## config.mk

```make
export PLATFORM = sky130hd
export DESIGN_NAME = sipo_deser
export DESIGN_NICKNAME = d
export VERILOG_FILES = /design/src/rtl/deser_pkg.sv /design/src/rtl/deser_hold_reg.sv /design/src/rtl/sipo_deser.sv
export SDC_FILE = /design/constraint.sdc
export NUM_CORES = 1
export LEC_CHECK = 0
export ABC_AREA = 1
export CORE_AREA = 2 2 39 41
export CTS_BUF_LIST = sky130_fd_sc_hd__clkbuf_16
export DETAILED_ROUTE_END_ITERATION = 10
export DIE_AREA = 0 0 41 43
export MAX_ROUTING_LAYER = met4
export PLACE_DENSITY = 0.75
export SKIP_LAST_GASP = 1
export SYNTH_ARGS = -nofsm -noshare
export SYNTH_HDL_FRONTEND = slang
export SYNTH_SLANG_ARGS = --single-unit
```

## constraint.sdc

```tcl
create_clock -name clk -period 1.05 [get_ports clk]
set_input_delay 0.21 -clock clk [delete_from_list [all_inputs] [get_ports clk]]
set_output_delay 0.21 -clock clk [all_outputs]
set_load 0.005 [all_outputs]
```

## src/rtl/deser_pkg.sv

```systemverilog
// Shared constants and helpers for the serial-in, parallel-out deserializer.
package deser_pkg;

  localparam int DESER_WIDTH_MAX = 32;

  // Number of bits needed to count bit positions 0..width-1.
  function automatic int cnt_width(input int width);
    return (width > 1) ? $clog2(width) : 1;
  endfunction

endpackage

```

## src/rtl/deser_hold_reg.sv

```systemverilog
// Output word register with valid flag: loads completed words when free,
// drops them with an overrun pulse when the held word has not been consumed.
module deser_hold_reg #(
  parameter int WIDTH = 4
) (
  input  logic             clk,
  input  logic             rst_n,
  input  logic             load,
  input  logic [WIDTH-1:0] load_data,
  input  logic             p_ready,
  output logic [WIDTH-1:0] p_data,
  output logic             p_valid,
  output logic             overrun
);

  logic free;

  // A consume in the same cycle frees the slot for the incoming word.
  assign free = !p_valid || p_ready;

  always_ff @(posedge clk or negedge rst_n) begin
    if (!rst_n) begin
      p_data  <= '0;
      p_valid <= 1'b0;
      overrun <= 1'b0;
    end else begin
      overrun <= load && !free;
      if (load && free) begin
        p_data  <= load_data;
        p_valid <= 1'b1;
      end else if (p_valid && p_ready) begin
        p_valid <= 1'b0;
      end
    end
  end

endmodule

```

## src/rtl/sipo_deser.sv

```systemverilog
// Serial-in, parallel-out deserializer: assembles WIDTH-bit words from
// single-bit beats with start-of-frame alignment and framing-error reporting.
module sipo_deser
  import deser_pkg::*;
#(
  parameter int WIDTH     = 4,
  parameter bit MSB_FIRST = 1'b1
) (
  input  logic             clk,
  input  logic             rst_n,
  input  logic             s_valid,
  input  logic             s_data,
  input  logic             s_sof,
  output logic [WIDTH-1:0] p_data,
  output logic             p_valid,
  input  logic             p_ready,
  output logic             overrun,
  output logic             frame_err
);

  localparam int              CW   = cnt_width(WIDTH);
  localparam logic [CW-1:0]   LAST = CW'(WIDTH - 1);

  logic [CW-1:0]    cnt;
  logic [CW-1:0]    pos;
  logic [CW-1:0]    idx;
  logic [WIDTH-1:0] sh;
  logic [WIDTH-1:0] word;
  logic             complete;

  // Start-of-frame forces this beat to position 0 and discards any partial word.
  always_comb begin
    pos       = s_sof ? '0 : cnt;
    idx       = MSB_FIRST ? (LAST - pos) : pos;
    word      = s_sof ? '0 : sh;
    word[idx] = s_data;
    complete  = s_valid && (pos == LAST);
  end

  always_ff @(posedge clk or negedge rst_n) begin
    if (!rst_n) begin
      cnt       <= '0;
      sh        <= '0;
      frame_err <= 1'b0;
    end else begin
      frame_err <= s_valid && s_sof && (cnt != '0);
      if (s_valid) begin
        sh  <= word;
        cnt <= complete ? '0 : pos + 1'b1;
      end
    end
  end

  deser_hold_reg #(
    .WIDTH(WIDTH)
  ) u_hold (
    .clk      (clk),
    .rst_n    (rst_n),
    .load     (complete),
    .load_data(word),
    .p_ready  (p_ready),
    .p_data   (p_data),
    .p_valid  (p_valid),
    .overrun  (overrun)
  );

endmodule

```

* Word level (Yosys, flattened, before mapping)
Index checks and enable logic that the tools add are counted.
** Cells by class
- Add/subtract/negate cells :: 2
- $mul :: 0
- Div/mod/pow operators :: 0
- Magnitude comparators :: 2
- Equality and inequality tests :: 1
- Shift-type cells :: 0
- Mux-type cells :: 8
- Bitwise logic cells :: 0
- Reduce and logical (&&, ||, !) cells :: 12
** Operators by type and width (number)
- 1-bit logical AND :: 7
- 4-bit bitwise mux :: 1
- 2-bit 2-to-1 mux :: 2
- 4-bit 2-to-1 mux :: 1
- 2-bit nonzero test :: 2
- 2-bit by 3-bit less-than comparator with 1-bit output (second input constant) :: 1
- 1-bit 2-to-1 mux :: 3
- 2-bit by 1-bit adder with 2-bit output (second input constant) :: 1
- 1-bit demux with 2-bit select :: 1
- 2-bit == test (second input constant) :: 1
- 2-bit by 1-bit greater-or-equal comparator with 1-bit output (second input constant) :: 1
- 1-bit zero test :: 2
- 2-bit subtractor (first input constant) :: 1
- 1-bit logical OR :: 1
** Word-level totals
- Bits in registers :: 13
- Latch bits :: 0
- Memory bits (writable) :: 0
- Bits in read-only memories :: 0
- Bits of input ports :: 6
- Output and inout bits :: 7
- Memories :: 0

* Logic depth before layout (Yosys ltp)
- Depth after elaboration :: 7
- Gate-level depth with buffers :: 7
- Mapped depth without buffers :: 6

* By module
Synthesis repeated with hierarchy kept, for this count alone.
** Second synthesis, totals
- Cell total of the unflattened synthesis :: 77
- Area total of the unflattened synthesis :: 636.9 um2
** Modules (own cells, without submodules)
- sipo_deser :: instances 1, cells each 53, area an instance 409.1 um2, sequential area each 175.2 um2
- deser_hold_reg :: instances 1, cells each 24, area an instance 227.7 um2, sequential area each 150.1 um2

* Least setup slack after synthesis
Ideal clock, no wire load.
- Path kind :: register -> register
- From :: reg cnt[1]
- To :: reg u_hold.p_data[2]
- Arrival time :: 0.817 ns
- Data required time :: 0.929 ns
- Path slack :: 0.113 ns
- Cell stages (with the launch flop) :: 7
- Path buffers :: 0
- Period minus slack after synthesis :: 0.937 ns
- Cells stage by stage :: dfrtp_1 inv_1 nand3_1 nand2_1 nand2_1 nand2_1 nand2_1
** Between the ends
- Longest elaborated chain between the ends :: 7
- Elaborated cells between the ends (all ways) :: 11
- Classes of those cells :: add/sub: 1; order compare: 2; eq/ne: 1; mux: 4; reduce/logical: 3
** RTL lines
- from (decl) :: RTL line sipo_deser.sv:24 : logic [CW-1:0] cnt;
- from (signal assigned) :: RTL line sipo_deser.sv:49 : cnt <= complete ? '0 : pos + 1'b1;
- 2-bit 2-to-1 mux * :: RTL line sipo_deser.sv:33 : pos = s_sof ? '0 : cnt;
- 2-bit subtractor :: RTL line sipo_deser.sv:34 : idx = MSB_FIRST ? (LAST - pos) : pos;
- 2-bit by 3-bit less-than comparator with 1-bit output (not written as such) or 2-bit by 1-bit greater-or-equal comparator with 1-bit output (tied branches) :: RTL line sipo_deser.sv:36 : word[idx] = s_data;
- 1-bit logical AND (not written as such) :: RTL line sipo_deser.sv:36
- 1-bit 2-to-1 mux (not written as such) :: RTL line sipo_deser.sv:36
- 1-bit demux with 2-bit select :: RTL line sipo_deser.sv:36
- 4-bit bitwise mux :: RTL line sipo_deser.sv:36
- to (signal assigned) :: RTL line deser_hold_reg.sv:29 : p_data <= load_data;
- to (decl) :: RTL line deser_hold_reg.sv:11 : output logic [WIDTH-1:0] p_data,
Mark *: on every way between the ends. The rest lies on a longest branch, timed or not.
A chain may end at the register's enable or synchronous reset.

* Worst setup path in the final report
- From :: reg cnt[1]
- To :: reg u_hold.p_data[3]
Same word-level chain as after synthesis.

==> results.py <==
metrics = {
    "timing": {
        "finalMaxSlewViolations": 0,
        "slew-limit-headroom": 0.841,
        "timing.fmax_mhz": 953,
        "setup_tns_ns": 0,
        "setup-violations-final": 0,
        "worstMarginPinSlew_ns": 0.238,
        "min_period_over_period": 0.999,
        "final_hold_viol_count": 0,
        "rsz0062_at_grt": "true",
        "min_period_ns": 1.05,
        "finalClockSkew_ns": 0.00165,
    },
    "route": {
        "avgViaCountPerCell": 5.16,
        "wl_met1_um": 625,
        "wl_per_cell_um": 13.4,
        "antenna_left": 0,
        "routed-wl-met3_um": 72,
        "drt_iter0_drc": 15,
        "firstDrtPassIters": 4,
        "top_layer_used": "met4",
        "post-route-drc-count": 0,
        "routed_wl_mm": 1.49,
        "via_count": 573,
        "wl_met2_um": 711,
    },
    "synthesis": {
        "async_flop_share": 1.00,
        "yosysTopAreaCell": "dfrtp_1",
        "synth_top_area_frac": 0.507,
        "syn-num-nets": 78,
        "synthCells": 72,
        "syn-mean-instance-area_sq_um": 8.22,
        "synth_area_sq_um": 592,
        "ys_warn_count": 0,
        "yosys-top-cells-area": "dfrtp_1 51%, nand2_1 17%, o21ai_0 5.1%",
        "ys_seq_elements": 12,
        "ys_types": 12,
        "synth_edf_count": 0,
        "seq_area_frac_synth": 0.507,
        "yosys-top-cells-count": "27 x nand2_1, 12 x dfrtp_1, 7 x inv_1, 6 x o21ai_0, 5 x nand3_1",
        "synth_most_common_cell": "nand2_1",
        "synthFlopType": "dfrtp_1",
    },
    "pwr": {
        "power.density_nw_per_um2": 1780,
        "p_leak_nw": 0.462,
        "vdd_drop_max_v": 0.00121,
    },
    "cts": {
        "cts_tree": "yes",
        "htree_levels": 1,
        "cts.sinks": 12,
        "clockBufferDepth": 2,
        "path_clk_slew_ns": 0.04,
        "postCtsHoldBufs": 0,
        "cts_buffers": 3,
        "clockRootBuffer": "clkbuf_16",
        "clock_latency_ns": 0.24,
    },
    "placed_design": {
        "dp.cells": 104,
        "gp_congestion": 0.785,
        "io_buffers": 12,
        "dp_hpwl_um": 940,
    },
    "final_layout": {
        "drive_above_1_share": 0.305,
        "area_growth_pct": 50.5,
        "final_cells": 111,
        "fillerInstances": 112,
        "nNetsFinal": 103,
        "diodes": 0,
    },
    "die": {
        "die_y_um": 43,
        "die_area_sq_um": 1760,
        "core_area_sq_um": 1380,
        "start_util": 0.428,
        "die_x_um": 41,
        "rows": 14,
        "ios": 13,
    },
    "worst_setup_path": {
        "critical_path_arrival_ns": 1.23,
        "required_ns": 1.23,
        "crit_path_start": "cnt[1]",
        "cpPeakStageDelay_ns": 0.46,
        "crit_type": "reg -> reg",
        "worst-path-buf-inv": 1,
        "crit_top_cell": "nand2_1",
        "endpoint_kind": "flip-flop",
        "crit_path_cell_trace": "buf_6 -> nand2_1 -> nand3_2 -> nand2_2 -> nand2_1 -> nand2_1",
        "critPathLaunchType": "flip-flop",
        "reg2reg_from": "cnt[1]",
        "crit_slowest_cell": "dfrtp_2",
        "cpLargestDelayFamily": "flip-flops",
        "crit_fanout": 5,
    },
    "global_routing": {
        "grt_pass1_wl_mm": 2.32,
        "grt_max_degree": 10,
        "antenna_found_initial": 0,
        "grt_pass1_vias": 563,
        "grt_use_total": 0.208,
        "overflow": 0,
    },
    "outcome": {
        "outcome": "finished clean",
    },
    "worst_hold_path": {
        "hp-class": "in -> async",
    },
    "flow_run": {
        "cap_violations": 0,
    },
}
[state kept, by name, indices dropped and copies added, names as in the netlist]
name and cells:
u_hold.overrun 1, u_hold.p_data 4, u_hold.p_valid 1, frame_err 1, cnt 2, sh 3
[per-layer routing]
| layer | vias to the layer above | track usage |
|---|---|---|
| met5 | - | - |
| met2 | 21 | 0.291 |
| met4 | 0 | 0.180 |
| met3 | 9 | 0.0471 |
| li1 | 277 | - |
| met1 | 266 | 0.237 |
[through the flow]
stage	total power, mW	cell area [sq um]	hold WS, ns	utilization	setup WS, ns
after floorplan	0.700	592	-0.0856	-	0.113
after global placement	0.860	767	0.452	0.554	-0.265
after detailed placement	0.872	767	0.455	0.554	-0.318
after CTS	1.58	865	0.199	0.625	0.00299
after global routing	1.67	891	0.204	0.644	-0.0209
final	1.59	891	0.196	0.644	0.000894
[cell families after synthesis]
kind of cell,share of synthesized area
compound gates,0.0507
buf+inv,0.0951
flops,0.507
simple gates,0.347
[repair_timing]
action | CTS | global route
gates resized for setup | 21 | 13
cloned | 1 | 0
buffers inserted | 2 | 1
pin swaps | 0 | 1
setup endpoints to repair | 13 | 8
[final timing paths]
path                                    endpoint  slack (ns)  cells past startpoint
worst max-delay path            u_hold.p_data[3]      0.0009                      6
worst min-delay path                   frame_err        0.20                      1
worst max register to register  u_hold.p_data[3]      0.0009                      6
worst min register to register             sh[2]        0.48                      2
max in group asynchronous       u_hold.p_data[1]        0.54                      2
min in group clk                           sh[2]        0.48                      2
[placed cells by master, fill, tap and decap left out, types with 2 or more instances in the layout]
| cell type | synthesis | routed |
|---|---|---|
| nand2_1 | 27 | 25 |
| nand2_2 | 1 | 3 |
| nand3_1 | 5 | 3 |
| clkdlybuf4s15_1 | 0 | 5 |
| inv_2 | 2 | 3 |
| buf_4 | 0 | 6 |
| nor2_1 | 4 | 4 |
| o21ai_1 | 0 | 2 |
| nand3_2 | 0 | 2 |
| dfrtp_2 | 0 | 2 |
| inv_1 | 7 | 5 |
| o21ai_0 | 6 | 3 |
| dfrtp_1 | 12 | 10 |
| clkdlybuf4s50_1 | 0 | 3 |
| clkbuf_2 | 0 | 2 |
| nand4_1 | 4 | 4 |
| dlygate4sd2_1 | 0 | 2 |
| clkbuf_16 | 0 | 3 |
| buf_6 | 2 | 2 |
[where the power goes]
group | leakage (nW) | switching [mW] | total, mW | internal (mW)
Combinational | 0.270 | 0.154 | 0.310 | 0.155
Sequential | 0.155 | 0.0578 | 0.592 | 0.534
Clock | 0.0370 | 0.190 | 0.685 | 0.495
[layout make-up]
type	count	area, sq um	share of cell area
Multi-Input combinational cell	49	254	0.285
Timing Repair inverter	1	7.51	0.00843
Tap cell	16	20.0	0.0225
Clock buffer	3	75.1	0.0843
Inverter	9	36.3	0.0407
Timing Repair Buffer	21	195	0.219
Sequential cell	12	303	0.340
(Power assumes the default switching activity.)
